==> src/rtl/uart_rx_os.sv <==
// Oversampling UART receiver: 2-flop synchronizer, 3-sample majority vote per bit, receive FIFO.
// Optional feature macro UART_RX_BREAK_DET_EN: report line breaks on break_det instead of pushing them.
module uart_rx_os #(
    parameter int OVERSAMPLE = 16,
    parameter int FIFO_DEPTH = 8
) (
    input  logic                        clk,
    input  logic                        rst_n,
    input  logic                        sample_tick,
    input  logic                        rx,
    input  logic [1:0]                  cfg_data_bits,
    input  logic                        cfg_parity_en,
    input  logic                        cfg_parity_odd,
    input  logic                        cfg_two_stop,
    input  logic                        rd_en,
    output logic [7:0]                  rd_data,
    output logic                        rd_perr,
    output logic                        rd_ferr,
    output logic                        rd_valid,
    output logic [$clog2(FIFO_DEPTH):0] fifo_count,
    output logic                        rx_busy,
    output logic                        overrun,
    input  logic                        clr_overrun,
    output logic                        break_det
);
    localparam int CW = $clog2(OVERSAMPLE + 1);
    localparam int AW = $clog2(FIFO_DEPTH);
    localparam int NW = AW + 1;
    localparam logic [CW-1:0] HALF_C  = CW'(OVERSAMPLE / 2);
    localparam logic [CW-1:0] OS_C    = CW'(OVERSAMPLE);
    localparam logic [CW-1:0] OSM1_C  = CW'(OVERSAMPLE - 1);
    localparam logic [NW-1:0] DEPTH_C = NW'(FIFO_DEPTH);

    typedef enum logic [2:0] {IDLE, START, DATA, PARITY, STOP, WAIT_HIGH} state_t;

    state_t        state_q, state_d;
    logic          rx_s1_q, rx_s2_q;
    logic [CW-1:0] cnt_q, cnt_d;
    logic [2:0]    bit_cnt_q, bit_cnt_d;
    logic [7:0]    sh_q, sh_d;
    logic [1:0]    smp_q, smp_d;
    logic          perr_q, perr_d, ferr_q, ferr_d, low_q, low_d, brk_q, brk_d;
    logic [1:0]    cfg_bits_q, cfg_bits_d;
    logic          par_en_q, par_en_d, par_odd_q, par_odd_d, two_stop_q, two_stop_d;
    logic          overrun_q, overrun_d;
    logic [AW-1:0] wr_ptr_q, wr_ptr_d, rd_ptr_q, rd_ptr_d;
    logic [NW-1:0] count_q, count_d;
    logic [9:0]    mem_q [FIFO_DEPTH];

    logic          rx_s, vote, do_vote, ferr_nxt, low_nxt, push, pop, full, wr_en;
    logic [1:0]    shamt;
    logic [7:0]    word;
    logic [9:0]    push_word, head;

    assign rx_s = rx_s2_q;

    always_comb begin
        state_d    = state_q;
        cnt_d      = cnt_q;
        bit_cnt_d  = bit_cnt_q;
        sh_d       = sh_q;
        smp_d      = smp_q;
        perr_d     = perr_q;
        ferr_d     = ferr_q;
        low_d      = low_q;
        brk_d      = 1'b0;
        cfg_bits_d = cfg_bits_q;
        par_en_d   = par_en_q;
        par_odd_d  = par_odd_q;
        two_stop_d = two_stop_q;
        push       = 1'b0;
        do_vote    = 1'b0;
        shamt      = 2'd3 - cfg_bits_q;
        word       = sh_q >> shamt;
        vote       = (smp_q[1] & smp_q[0]) | (smp_q[1] & rx_s) | (smp_q[0] & rx_s);
        ferr_nxt   = ferr_q | ~vote;
        low_nxt    = low_q & ~vote;

        // Bit-period countdown: samples at 2 and 1, vote at 0, lands at ticks HALF-1/HALF/HALF+1.
        if (sample_tick && (state_q == DATA || state_q == PARITY || state_q == STOP)) begin
            if (cnt_q == CW'(2)) smp_d[1] = rx_s;
            if (cnt_q == CW'(1)) smp_d[0] = rx_s;
            if (cnt_q == '0) begin
                do_vote = 1'b1;
                cnt_d   = OSM1_C;
            end else begin
                cnt_d = cnt_q - 1'b1;
            end
        end

        case (state_q)
            IDLE: begin
                if (sample_tick && !rx_s) begin
                    state_d    = START;
                    cnt_d      = '0;
                    cfg_bits_d = cfg_data_bits;
                    par_en_d   = cfg_parity_en;
                    par_odd_d  = cfg_parity_odd;
                    two_stop_d = cfg_two_stop;
                end
            end
            START: begin
                if (sample_tick) begin
                    cnt_d = cnt_q + 1'b1;
                    if (cnt_q + 1'b1 == HALF_C) begin
                        if (rx_s) begin
                            state_d = IDLE;
                        end else begin
                            // First data vote falls OVERSAMPLE+1 ticks after the start-bit centre.
                            state_d   = DATA;
                            cnt_d     = OS_C;
                            bit_cnt_d = 3'd0;
                            perr_d    = 1'b0;
                            ferr_d    = 1'b0;
                            low_d     = 1'b1;
                        end
                    end
                end
            end
            DATA: begin
                if (do_vote) begin
                    sh_d  = {vote, sh_q[7:1]};
                    low_d = low_nxt;
                    if (bit_cnt_q == 3'd4 + {1'b0, cfg_bits_q}) begin
                        bit_cnt_d = 3'd0;
                        state_d   = par_en_q ? PARITY : STOP;
                    end else begin
                        bit_cnt_d = bit_cnt_q + 1'b1;
                    end
                end
            end
            PARITY: begin
                if (do_vote) begin
                    perr_d  = vote ^ (^word) ^ par_odd_q;
                    low_d   = low_nxt;
                    state_d = STOP;
                end
            end
            STOP: begin
                if (do_vote) begin
                    ferr_d = ferr_nxt;
                    low_d  = low_nxt;
                    if (two_stop_q && bit_cnt_q == 3'd0) begin
                        bit_cnt_d = 3'd1;
                    end else begin
`ifdef UART_RX_BREAK_DET_EN
                        if (low_nxt) begin
                            brk_d   = 1'b1;
                            state_d = WAIT_HIGH;
                        end else begin
                            push    = 1'b1;
                            state_d = vote ? IDLE : WAIT_HIGH;
                        end
`else
                        push    = 1'b1;
                        state_d = vote ? IDLE : WAIT_HIGH;
`endif
                    end
                end
            end
            WAIT_HIGH: begin
                if (rx_s) state_d = IDLE;
            end
            default: state_d = IDLE;
        endcase
        push_word = {word, perr_q, ferr_nxt};
    end

    // Full FIFO accepts a push only when a pop frees a slot in the same cycle.
    always_comb begin
        pop       = rd_en && (count_q != '0);
        full      = (count_q == DEPTH_C);
        wr_en     = push && (!full || pop);
        wr_ptr_d  = wr_ptr_q + AW'(wr_en);
        rd_ptr_d  = rd_ptr_q + AW'(pop);
        count_d   = count_q + NW'(wr_en) - NW'(pop);
        overrun_d = (push && full && !pop) ? 1'b1 : (clr_overrun ? 1'b0 : overrun_q);
    end

    always_ff @(posedge clk or negedge rst_n) begin
        if (!rst_n) begin
            rx_s1_q    <= 1'b1;
            rx_s2_q    <= 1'b1;
            state_q    <= IDLE;
            cnt_q      <= '0;
            bit_cnt_q  <= '0;
            sh_q       <= '0;
            smp_q      <= '0;
            perr_q     <= 1'b0;
            ferr_q     <= 1'b0;
            low_q      <= 1'b0;
            brk_q      <= 1'b0;
            cfg_bits_q <= '0;
            par_en_q   <= 1'b0;
            par_odd_q  <= 1'b0;
            two_stop_q <= 1'b0;
            overrun_q  <= 1'b0;
            wr_ptr_q   <= '0;
            rd_ptr_q   <= '0;
            count_q    <= '0;
        end else begin
            rx_s1_q    <= rx;
            rx_s2_q    <= rx_s1_q;
            state_q    <= state_d;
            cnt_q      <= cnt_d;
            bit_cnt_q  <= bit_cnt_d;
            sh_q       <= sh_d;
            smp_q      <= smp_d;
            perr_q     <= perr_d;
            ferr_q     <= ferr_d;
            low_q      <= low_d;
            brk_q      <= brk_d;
            cfg_bits_q <= cfg_bits_d;
            par_en_q   <= par_en_d;
            par_odd_q  <= par_odd_d;
            two_stop_q <= two_stop_d;
            overrun_q  <= overrun_d;
            wr_ptr_q   <= wr_ptr_d;
            rd_ptr_q   <= rd_ptr_d;
            count_q    <= count_d;
        end
    end

    always_ff @(posedge clk) begin
        if (wr_en) mem_q[wr_ptr_q] <= push_word;
    end

    assign head       = mem_q[rd_ptr_q];
    assign rd_valid   = (count_q != '0);
    assign rd_data    = rd_valid ? head[9:2] : 8'h00;
    assign rd_perr    = rd_valid & head[1];
    assign rd_ferr    = rd_valid & head[0];
    assign fifo_count = count_q;
    assign rx_busy    = (state_q != IDLE);
    assign overrun    = overrun_q;
    assign break_det  = brk_q;

endmodule

==> config.mk <==
export PLATFORM = sky130hd
export DESIGN_NAME = uart_rx_os
export DESIGN_NICKNAME = d
export VERILOG_FILES = /design/src/rtl/uart_rx_os.sv
export SDC_FILE = /design/constraint.sdc
export NUM_CORES = 1
export LEC_CHECK = 0
export CAP_MARGIN = 20
export CORE_ASPECT_RATIO = 0.6
export CORE_UTILIZATION = 45
export DETAILED_ROUTE_END_ITERATION = 7
export SLEW_MARGIN = 25
export SYNTH_ARGS = -nofsm -noshare
export SYNTH_HDL_FRONTEND = slang
export SYNTH_SLANG_ARGS = --single-unit
export TNS_END_PERCENT = 5
==> constraint.sdc <==
create_clock -name clk -period 3 [get_ports clk]
set_clock_uncertainty 0.05 [all_clocks]
set_input_delay 0.3 -clock clk [delete_from_list [all_inputs] [get_ports clk]]
set_output_delay 0.3 -clock clk [all_outputs]
set_load 0.005 [all_outputs]
Word level (Yosys, flattened, before mapping)
Memories as Yosys holds them, arrays and structs flattened.
Index checks and enable logic that the tools add are counted.
{"block": "classes", "n_addsub": 9, "multipliers": 0, "div_mod_pow": 0, "n_lt_le_gt_ge": 0, "eq_ne": 21, "shift": 1, "n_mux": 45, "bitwise_logic": 11, "n_reduce_logical": 31}
{"operator": "$mux W3", "count": 18}
{"operator": "$mux W5", "count": 6}
{"operator": "$ne A2 B2 Y1 const B", "count": 9}
{"operator": "$pmux W3 S6", "count": 1}
{"operator": "$mux W1", "count": 14}
{"operator": "$pmux W5 S2", "count": 1}
{"operator": "$reduce_and A5 Y1", "count": 2}
{"operator": "$pmux W3 S3", "count": 1}
{"operator": "$reduce_and A9 Y1", "count": 1}
{"operator": "$mux W8", "count": 1}
{"operator": "$reduce_and A2 Y1", "count": 4}
{"operator": "$reduce_xor A8 Y1", "count": 1}
{"operator": "$shr A8 B2 Y8", "count": 1}
{"operator": "$logic_and A1 B1 Y1", "count": 7}
{"operator": "$reduce_and A7 Y1", "count": 1}
{"operator": "$add A3 B1 Y3", "count": 2}
{"operator": "$eq A3 B2 Y1 const B", "count": 2}
{"operator": "$eq A3 B3 Y1 const B", "count": 2}
{"operator": "$logic_not A3 Y1", "count": 2}
{"operator": "$reduce_bool A2 Y1", "count": 3}
{"operator": "$reduce_bool A3 Y1", "count": 2}
{"operator": "$add A5 B1 Y5 const B", "count": 1}
{"operator": "$and A1 B1 Y1", "count": 5}
{"operator": "$eq A5 B1 Y1 const B", "count": 1}
{"operator": "21 further kinds", "count": 30}
{"block": "totals", "register_bits": 41, "latchBits": 0, "ramBits": 80, "rom_bits": 0, "inputBits": 11, "out_inout_bits": 18, "word_cells": 137, "n_memories": 1}
{"memory": "mem_q", "depth": 8, "word_bits": 10, "rd": 1, "rd_clocked_by_memory_dff": 0, "wr": 1, "line_no": "48", "text": "logic [9:0] mem_q [FIFO_DEPTH];"}

Longest topological paths before layout
{"block": "logic_depth", "word_depth": 10, "ltp_mapped": 10, "mapped_depth_nobuf": 10}

Worst setup path after synthesis
OpenSTA, ideal clock, no wires.
{"block": "synth_path", "path_kind": "register to register", "startpoint": "reg cnt_q[0]", "endpoint": "mem mem_q[0][0], enable pin", "setup_time_ns": 0.390, "t_arrival_ns": 2.247, "t_required_ns": 2.560, "slack_ns": 0.313, "path_stages_with_launch": 8, "n_path_buf": 0, "synth_period_minus_slack_ns": 2.687, "path_cell_list": "dfrtp_1 -> inv_1 -> ha_1 -> nor4b_4 -> nand4_1 -> nor2b_1 -> nand2b_1 -> nor3_1"}
{"block": "synth_between", "elab_chain_len": 8}
{"item": "start: declaration", "line_no": "38", "text": "logic [CW-1:0] cnt_q, cnt_d;"}
{"item": "start signal: assignment", "line_no": "205", "text": "cnt_q <= cnt_d;"}
{"item": "$logic_not A5 Y1", "line_no": "83", "text": "if (cnt_q == '0) begin"}
{"item": "$mux W1", "line_no": "83"}
{"item": "$mux W1", "line_no": "80", "text": "if (sample_tick && (state_q == DATA || state_q == PARITY || state_q == STOP)) begin"}
{"item": "$mux W1", "line_no": "140", "text": "if (do_vote) begin"}
{"item": "$mux W1", "line_no": "91", "text": "case (state_q)"}
{"item": "$logic_and A1 B1 Y1", "line_no": "173", "text": "wr_en = push && (!full || pop);"}
{"item": "$mux W1", "line_no": "225", "text": "if (wr_en) mem_q[wr_ptr_q] <= push_word;"}
{"item": "$mux W1 (not written as such)", "line_no": "225"}
{"item": "end: declaration", "line_no": "48"}
No other way between the ends.

Worst setup path after layout
{"block": "layout_path", "startpoint": "reg cnt_q[0]", "endpoint": "reg count_q[2], in the netlist fifo_count[2]"}
{"block": "layout_between", "elab_chain_len": 8}
{"item": "$logic_not A5 Y1", "line_no": "83"}
{"item": "$mux W1", "line_no": "83"}
{"item": "$mux W1", "line_no": "80"}
{"item": "$mux W1", "line_no": "140"}
{"item": "$mux W1", "line_no": "91"}
{"item": "$logic_and A1 B1 Y1", "line_no": "173"}
{"item": "$add A4 B1 Y4", "line_no": "176", "text": "count_d = count_q + NW'(wr_en) - NW'(pop);"}
{"item": "$sub A4 B1 Y4", "line_no": "176"}
{"item": "via count_d[2]", "line_no": "47", "text": "logic [NW-1:0] count_q, count_d;"}
{"item": "end signal: assignment", "line_no": "220", "text": "count_q <= count_d;"}
{"item": "end: declaration", "line_no": "47"}
The timed path passes the listed nets, and every way through them passes these cells.
A chain may end at the register's enable or synchronous reset.

==> reports/metrics.yaml <==
cts_buffers: 17
die-area_um2: 13300
period_needed_ps: 2700
cap_violations: 0
final_layout_size_suffix_gt1_share_pct: 21.1
ys.flop_type: "edfxtp_1"
p_leak_nw: 2.59
tightestPinTransition_ps: 900
cpPeakStageDelay_ps: 490
path_clk_slew_ps: 60
grt_usage_pct: 19.1
final_cells: 640
cts.sinks: 121
synthArstFlopShare_pct: 33.9
yosysMostFrequentCell: "edfxtp_1"
clock_latency_ps: 410
ys_seq_area_share_pct: 59.3
grt_max_degree: 42
swShare_pct: 32.5
dp.cells: 607
overflow: 0
synth_common_cells: "edfxtp_1 (80), dfrtp_1 (39), nor2_1 (32), nand2_1 (26), mux4_2 (22)"
drv_slew: 0
cts.path.max_buffers: 2
antenna-diode-count: 0
synth.top_cell.area_share_pct: 41.5
hp-class: "in -> reg"
status: "complete, no violations"
avgSynthCellArea_um2: 13.9
drc_errors: 0
tritoncts: "built"
postRouteAntennaNets: 0
max_freq_mhz: 371
cts_hold_buf: 0
fin_crit_sh_pct: 89.9
synth_edf_count: 80
end_kind: "flop"
area.growth.synth_to_final_pct: 19.2
netlist_top_cells_area: "edfxtp_1 (42%), dfrtp_1 (17%), mux4_2 (8.6%)"
ys_seq_elements: 121
dieHeight_um: 89.8
die_x_um: 148
path_cells: "inv_1, ha_1, nor4b_4, nand4_1, nor2b_1, mux2_2, ha_1, inv_1, fa_1, xnor2_1"
yosys_warnings: 0
root_buffer: "clkbuf_16"
cts_resized: 0
io_pins: 29
grt_pass1_wl_um: 19000
rsz0062_at_grt: "false"
htree_levels: 4
crit_path_max_fanout: 10
grt_pass1_vias: 3453
crit_family: "adder cells"
powerDensity_nw_per_um2: 912
crit_path_start_kind: "flop"
combinationalPowerShare_pct: 31.1
vias: 3469
p_switching_mw: 2.04
firstDrtPassIters: 4
ir_drop_mv: 0.551
path_class: "reg -> reg"
nets: 490
synth_cell_types: 60
setup_viol: 0
critPathBufInv: 2
fill_cells: 990
cts_setup_buffers: 0
p_int_mw: 4.25
syn_nets: 444
worstPathArrival_ps: 2950
max-slew-margin-rel_pct: 39.4
setup_tns_ps: 0
hpwlAfterDp_um: 7900
synthesis.area_um2: 5790
cp.required_ps: 3250
initial_core_util_pct: 47.1
seq_power_share_pct: 36.8
viasPerCell: 5.42
avgRoutedWirePerCell_um: 17.7
synth_top_area_cell: "edfxtp_1"
slowest_stage: "dfrtp_1"
io_buffer_count: 27
hold_violations: 0
rows: 31
synthCells: 416
antenna_found_initial: 0
finalWirelength_um: 11400
drtIter0Drc: 226
power_frac_clock_pct: 32.1
place.gp.congestion: 0.849
design.core.area_um2: 12300
[placed cells by master (no fill, tap or decap), types with 6 or more instances in the layout]
master           netlist  routed
xor2_1                 6       6
nand3_1               10      10
buf_4                  3      21
clkdlybuf4s50_1        0      26
xnor2_1               12      12
nand2_1               26      26
mux2i_1               16      16
nand2b_1               9       9
inv_1                 18      18
ha_1                  16      16
mux4_2                22      22
nor3_1                 6       6
o21ai_0               16      16
mux2_2                13      13
clkbuf_16              0      17
a21oi_1               13      13
nor2_1                32      32
dfrtp_1               39      39
edfxtp_1              80      80
[final timing paths]
kind	start	end	slack, ps	depth (start not counted)
max	cnt_q[0]	fifo_count[2]	300	10
min	rx	rx_s1_q	240	1
max reg2reg	cnt_q[0]	fifo_count[2]	300	10
min reg2reg	rx_s1_q	rx_s	300	0
max in group asynchronous	rst_n	wr_ptr_q[0]	2160	2
min in group asynchronous	rst_n	bit_cnt_q[1]	360	2
[through the flow]
stage          cell area, um^2  power (mW)  utilization, %  hold WS (ps)  setup WS [ps]
3_3_place_gp              6290        4.29            51.2           297            467
5_1_grt                   6900        6.67            56.1           232           90.6
4_1_cts                   6890        6.35            56.0          9.69            305
2_1_floorplan             5790        3.68               -         -45.6            313
3_5_place_dp              6290        4.32            51.2           297            345
6_report                  6900        6.29            56.1           240            304
[layout make-up]
type | count | area (um^2) | share of cell area (%)
clock buffers | 17 | 425 | 6.17
clock inverters | 15 | 168 | 2.43
flip-flops and latches | 121 | 3430 | 49.7
repair buffers | 49 | 448 | 6.49
well taps | 165 | 206 | 2.99
multi-input cells | 254 | 2150 | 31.1
inverters | 19 | 71.3 | 1.03
[kinds of logic (layout without fill, tap and decap cells)]
family / count (synthesis) / count (layout) / synth area share [%]
flip-flops: 121 / 121 / 59.3
AND/OR/NAND/NOR: 105 / 105 / 9.25
AO/OA/AOI/OAI: 60 / 60 / 6.98
multiplexers: 52 / 52 / 14.1
buffers and inverters: 41 / 100 / 3.59
adder cells (fa/ha/maj): 18 / 18 / 3.98
XOR/XNOR: 18 / 18 / 2.72
other: 1 / 1 / 0.0648
[per-layer routing]
metal  GRT usage (%)  up-vias  routed length (um)
met5               0        -                   0
met4            6.96        0                 142
met3            4.01       12                 611
met2            25.6       94                4650
met1            30.0     1723                5960
li1                -     1640                   -
[state kept, by name (all words and copies together) (netlist names), 3 cells and up]
| name | count |
|---|---|
| state_q | 3 |
| wr_ptr_q | 3 |
| sh_q | 8 |
| cnt_q | 5 |
| fifo_count | 4 |
| rd_ptr_q | 3 |
| bit_cnt_q | 3 |
| mem_q | 80 |
[power groups by stage]
stage                     clock network [mW]  registers (mW)  logic (mW)
final                                   2.02            2.32        1.95
after global routing                    2.13            2.36        2.18
after CTS                               2.06            2.32        1.97
after detailed placement                   0            2.35        1.97
after global placement                     0            2.33        1.96
after floorplan                            0            2.15        1.53
[worst reg2reg max path: cells and delay by family (launching register included)]
kind,cells,cell delay [ps]
DFF,1,490
buffers and inverters,2,200
and+or+nand+nor,3,720
muxes,1,210
adders and majority gates,3,780
xor gates and xnor gates,1,130
Note: power is estimated with default switching activity, not from simulation.
